--- config.mk ---
export PLATFORM = sky130hd
export DESIGN_NAME = emulib_fifo_stream_out
export DESIGN_NICKNAME = d
export VERILOG_FILES = /design/src/rtl/emulib_fifo_stream_out_pkg.sv /design/src/rtl/emulib_fifo_stream_out.sv
export SDC_FILE = /design/constraint.sdc
export NUM_CORES = 1
export LEC_CHECK = 0
export ABC_AREA = 0
export ABC_CLOCK_PERIOD_IN_PS = 8100
export CAP_MARGIN = 20
export CORE_ASPECT_RATIO = 0.75
export CORE_MARGIN = 2
export CORE_UTILIZATION = 53
export DETAILED_ROUTE_END_ITERATION = 16
export GPL_TIMING_DRIVEN = 1
export HOLD_SLACK_MARGIN = 0.05
export PLACE_DENSITY = 0.82
export SYNTH_ARGS = -nofsm -noshare
export SYNTH_HDL_FRONTEND = slang
export SYNTH_SLANG_ARGS = --single-unit
--- constraint.sdc ---
create_clock -name clk -period 8.1 [get_ports clk]
set_clock_uncertainty 0.1 [all_clocks]
set_input_delay 1.62 -clock clk [delete_from_list [all_inputs] [get_ports clk]]
set_output_delay 1.62 -clock clk [all_outputs]
set_load 0.02 [all_outputs]
--- src/rtl/emulib_fifo_stream_out_pkg.sv ---
// ---------------------------------------------------------------------------
// emulib_fifo_stream_out_pkg
//   Shared constants and helpers for the emulib FIFO stream adapters
//   (read-side FIFO-to-stream today, write-side stream-to-FIFO later).
//
//   BUF_DEPTH : entries in the adapter's prefetch buffer
//   PTR_W     : width of the buffer head/tail pointers
//   ptr_inc() : pointer increment with explicit wrap at BUF_DEPTH-1
// ---------------------------------------------------------------------------
package emulib_fifo_stream_out_pkg;

    localparam int BUF_DEPTH = 3;
    localparam int PTR_W     = 2;

    typedef logic [PTR_W-1:0] ptr_t;

    // BUF_DEPTH is not a power of two, so the wrap must be an explicit compare.
    function automatic ptr_t ptr_inc(input ptr_t p);
        return (p == ptr_t'(BUF_DEPTH - 1)) ? '0 : p + ptr_t'(1);
    endfunction

endpackage

--- src/rtl/emulib_fifo_stream_out.sv ---
// ---------------------------------------------------------------------------
// emulib_fifo_stream_out
//   Read-side adapter for the emulib FIFO. Turns the FIFO read port
//   (rinc strobe / rempty flag / rdata one cycle after a fired read) into a
//   valid/ready stream master. A 3-entry prefetch buffer covers the read
//   latency so the stream sustains one beat per cycle, and fifo_rinc is a
//   function of registers and fifo_rempty only (no path from m_ready).
//
// Ports
//   clk, rst     : clock, synchronous active-high reset
//   fifo_rinc    : out  read strobe; read fires when fifo_rinc && !fifo_rempty
//   fifo_rempty  : in   FIFO empty flag (registered in the FIFO)
//   fifo_rdata   : in   read data, valid the cycle after a fired read
//   m_valid      : out  stream beat valid
//   m_ready      : in   stream consumer ready
//   m_data       : out  stream beat data
//   occupancy    : out  entries currently held in the prefetch buffer (0..3)
// ---------------------------------------------------------------------------
module emulib_fifo_stream_out
    import emulib_fifo_stream_out_pkg::*;
#(
    parameter int WIDTH = 32
) (
    input  logic             clk,
    input  logic             rst,
    output logic             fifo_rinc,
    input  logic             fifo_rempty,
    input  logic [WIDTH-1:0] fifo_rdata,
    output logic             m_valid,
    input  logic             m_ready,
    output logic [WIDTH-1:0] m_data,
    output logic [1:0]       occupancy
);

    logic [WIDTH-1:0] r_buf [BUF_DEPTH];
    ptr_t             r_hp;
    ptr_t             r_tp;
    logic [1:0]       r_occ;
    logic             r_pend;   // read fired last cycle; fifo_rdata lands now

    logic       w_fire;
    logic       w_push;
    logic       w_pop;
    logic [2:0] w_level;
    logic [1:0] w_occ_next;

    // Count the in-flight read as occupied so a landing beat always has room.
    assign w_level   = {1'b0, r_occ} + {2'b00, r_pend};
    assign fifo_rinc = !fifo_rempty && (w_level < 3'd3);
    assign w_fire    = fifo_rinc && !fifo_rempty;
    assign w_push    = r_pend;

    assign m_valid   = (r_occ != 2'd0);
    assign w_pop     = m_valid && m_ready;
    assign m_data    = r_buf[r_hp];
    assign occupancy = r_occ;

    always_comb begin
        w_occ_next = r_occ;
        case ({w_push, w_pop})
            2'b10:   w_occ_next = r_occ + 2'd1;
            2'b01:   w_occ_next = r_occ - 2'd1;
            default: w_occ_next = r_occ;
        endcase
    end

    always_ff @(posedge clk) begin
        if (rst) begin
            r_occ  <= 2'd0;
            r_pend <= 1'b0;     // in-flight read is dropped; FIFO resets too
            r_hp   <= '0;
            r_tp   <= '0;
        end else begin
            r_occ  <= w_occ_next;
            r_pend <= w_fire;
            if (w_pop)  r_hp <= ptr_inc(r_hp);
            if (w_push) r_tp <= ptr_inc(r_tp);
        end
    end

    // Data storage is not reset; validity is tracked by r_occ alone.
    // Capture only in the push cycle so FIFO rdata hold behaviour is irrelevant.
    always_ff @(posedge clk) begin
        if (!rst && w_push) r_buf[r_tp] <= fifo_rdata;
    end

endmodule
==> results.md <==
- Setup Slack @ Placement: 3.465 ns
- Top-count cell post-synth: edfxtp_1
- Number of I/O port buffers: 71
- Met3 demand-to-capacity share in global routing: 5.432%
- Starting DRC count in detailed routing: 94
- FF-to-FF Start: occupancy[0]$_SDFFE_PP0P_
- RD Place Congestion: 0.6970
- Latest clock arrival within the worst-skew pair: 0.36 ns
- Number of cells on the worst reg-to-reg path: 5
- Top cells by area in the synthesized netlist: edfxtp_1 73%, mux2i_1 8.2%, dfxtp_1 4.6%
- Pre-antenna DRT Iters: 4
- Vias: 2201
- Busiest layer in global routing: met2
- Share of synthesized cell area in full adder, half adder and majority cells: 0.9569%
- Final net count: 360
- Multiplexer area fraction after synthesis: 8.166%
- CP endpoint kind: output port
- Destination of the worst register-to-register timing path: occupancy[1]$_SDFFE_PP0P_
- Dominant register cell in the synthesized netlist: edfxtp_1
- Number of non-filler instances in the completed layout: 427
- Crit path kind: in2out
- XOR/XNOR Fraction of Synth Area: 0.4466%
- Transition time at the pin with the least slew margin: 1.069 ns
- Die area: 8112 µm²
- Power share of the combinational group: 22.2%
- Critical path startpoint category: input pin
- Area share of and/or/nand/nor cells after synthesis: 5.486%
- GRT overflow: 0
- Count of flip-flops with a built-in enable after synthesis: 96
- Least setup slack across all paths after layout: 3.485 ns
- Total Routed Length: 6.735 mm
- Finish-stage setup viols: 0
- Fin. max-slew vios: 0
- Status: completed
- Main combinational cell family by area after synthesis: multiplexers
- Kind of path behind the tightest hold check: reg2reg
- Hold buffer count at CTS: 0
- Number of hold violations in the final report: 0
- Flip-flop and latch count after synthesis: 105
- Effective utilization at floorplan: 54.01%
- Crit path largest cell delay: 0.66 ns
- Series of cell instances along the critical path: clkdlybuf4s50_1 -> a211oi_1 -> clkdlybuf4s50_1
- Vias in the first global route: 2240
- Cell area reported after detailed placement: 4767 µm²
- Average vias per placed instance: 5.155
- Async set-reset flop share out of synthesis: 0%
- Half-perimeter wire length after placement: 4.215 mm
- Final min period: 4.615 ns
- Sequential-to-total area share from yosys stat: 78.09%
- Hold Path Stages: 2
- Complex-gate fraction of the synthesized area: 5.263%
- Floorplan die height: 78.51 µm
- Slowest cell on crit path: clkdlybuf4s50_1
- Proportion of power drawn by the clock network: 27.3%
- Count of cell types in the netlist: 25
- Largest net degree at the start of global routing: 65
- Area growth, synth to finish: 27.78%
- Endpoint required time on the critical path: 6.38 ns
- Row Count: 27
- Per-instance average area after synthesis: 16.14 µm²
- Post-synthesis cell type with the largest combined area: edfxtp_1
- CP dominant cell by count: clkdlybuf4s50_1
- Clock transition at the register clock pins on the worst setup and hold paths after CTS: 0.09 ns
- Number of instances in the synthesized netlist: 243
- Max Clk Rate: 0.2167 GHz
- Net Sw Frac: 27.14%
- Aggregate negative setup slack: 0 ns
- Maximum Capacitance Violations: 0
- Wire length per cell after detailed routing: 15.77 µm
- Resized cells post-CTS: 0
- Crit path from: fifo_rempty
- Post-layout instance area: 5012 µm²
- Global routing met2 resource utilization: 28.31%
- Fillers: 497
- Reported net switching power: 0.0003515 W
- Unrepaired setup endpoints after global routing: no
- Die X-Extent: 103.3 µm
- Post-route DRC violation count: 0
- Number of buffers inserted during clock tree synthesis: 9
- Met1 global-route usage: 23.04%
- Global-route wire length before repair: 10.57 mm
- Antenna-violating nets left: 0
- Maximum root-to-sink buffer count: 2
- H-tree levels: 3
- Power per cell area: 258.3 nW/µm²
- Ranking of synthesized cells by instance count: 96 x edfxtp_1, 34 x nand2_1, 32 x mux2i_1, 32 x o21ai_1, 9 x dfxtp_1
- Count of boundary I/O pins: 72
- Tot GR Track Use: 17.69%
- Internal Power: 0.0009434 W
- Arrival time of the worst setup path: 2.89 ns
- Post-placement cell count: 410
- Leakage power: 1.602 nW
- Relative max-transition margin: 28.70%
- Maximum ir drop on the vdd rail: 0.2010 mV
- Initial antenna violation count: 0
- Worst Path Max Fanout: 2
- Portion of synthesized cell area occupied by the leading cell type: 73.49%
- Buffers inserted by post-CTS timing repair: 0
- CTS root buffer: clkbuf_8
- Share of the clock period used by the worst path after layout: 56.97%
- Synthesized area: 3923 µm²
- Post-synth net total: 282
- TritonCTS clock tree: yes
- Total number of yosys warnings: 0
- Ant. Diodes: 0
- Power consumption: 0.001295 W
- Fraction of power consumed by sequential logic: 50.4%
- Fraction of layout cells with a size suffix above 1: 8.589%
- R2R Setup Slk: 6.40 ns
- Hold path startpoint: r_hp[0]$_SDFFE_PP0N_
- Number of clock sinks: 105
- Core footprint: 7263 µm²
==> area by class of cell <==
class / instances / area [µm²] / area share (%)
multi-input combinational: 125 / 812.0 / 16.20
clock buffer: 9 / 123.9 / 2.471
clock inverter: 7 / 101.3 / 2.022
inverter: 2 / 7.507 / 0.1498
timing repair buffer: 78 / 775.7 / 15.48
sequential: 105 / 3065 / 61.16
tap: 101 / 126.4 / 2.521
==> placed cells by master (no fill, tap or decap) <==
cell             count
inv_8                1
or2_1                1
clkbuf_8             9
ha_1                 3
dfxtp_1              7
xnor2_1              1
buf_4                6
nor3_2               1
inv_1                2
nor2_1               3
bufinv_16            2
clkinv_1             1
or3b_1               1
and3b_1              1
dfxtp_2              2
clkinv_4             1
o21ai_0              1
nand2b_1             1
mux2i_1             32
nor3b_2              2
xor2_1               1
o21ai_1             32
nand2_1             34
or3_1                2
nor2b_1              1
clkdlybuf4s50_1     71
edfxtp_1            96
inv_6                2
a21oi_1              5
a211oi_1             1
nor3b_1              1
buf_12               1
o21ai_2              1
==> kinds of logic (layout without fill, tap and decap cells) <==
family          Yosys count  after routing
flops                   105            105
buf+inv                  13             96
compound gates           40             40
fa+ha+maj                 3              3
mux                      32             32
simple gates             48             48
xor+xnor                  2              2
==> worst max-delay path, delay by kind of cell <==
| kind | cells | cell delay [ns] |
|---|---|---|
| AOI/OAI and AO/OA | 1 | 0.22 |
| buffers and inverters | 2 | 1.06 |
==> sequential cells by signal, summed over array words and instances (netlist names), named ones only <==
register	count
r_pend	1
r_hp	2
r_tp	2
r_buf	96
occupancy	2
==> layer usage <==
metal,vias to the layer above,part of all wire [%]
met5,-,0
met4,0,1.4
met2,65,49
li1,1064,-
met1,1061,44
met3,11,6.0
==> how the worst max path moves through the flow <==
stage | end | depth (start not counted)
finish | fifo_rinc | 3
detailed placement | fifo_rinc | 3
floorplan | r_buf[1][0]$_DFFE_PP_ | 2
CTS | fifo_rinc | 3
global placement | fifo_rinc | 3
global route | fifo_rinc | 3
==> metrics by stage <==
step | util [%] | hold slack [ns]
floorplan | - | 0.3468
global placement | 65.63 | 0.3584
detailed placement | 65.63 | 0.3755
CTS | 68.73 | 0.3867
global route | 69.01 | 0.4252
finish | 69.01 | 0.3893
==> power by group through the flow <==
stage | combinational, W | clock [W] | sequential (W)
floorplan | 0.000178 | 0 | 0.000641
finish | 0.000288 | 0.000354 | 0.000653
CTS | 0.000284 | 0.000360 | 0.000659
global placement | 0.000277 | 0 | 0.000670
detailed placement | 0.000283 | 0 | 0.000672
global route | 0.000311 | 0.000382 | 0.000659
(Power assumes the default switching activity.)
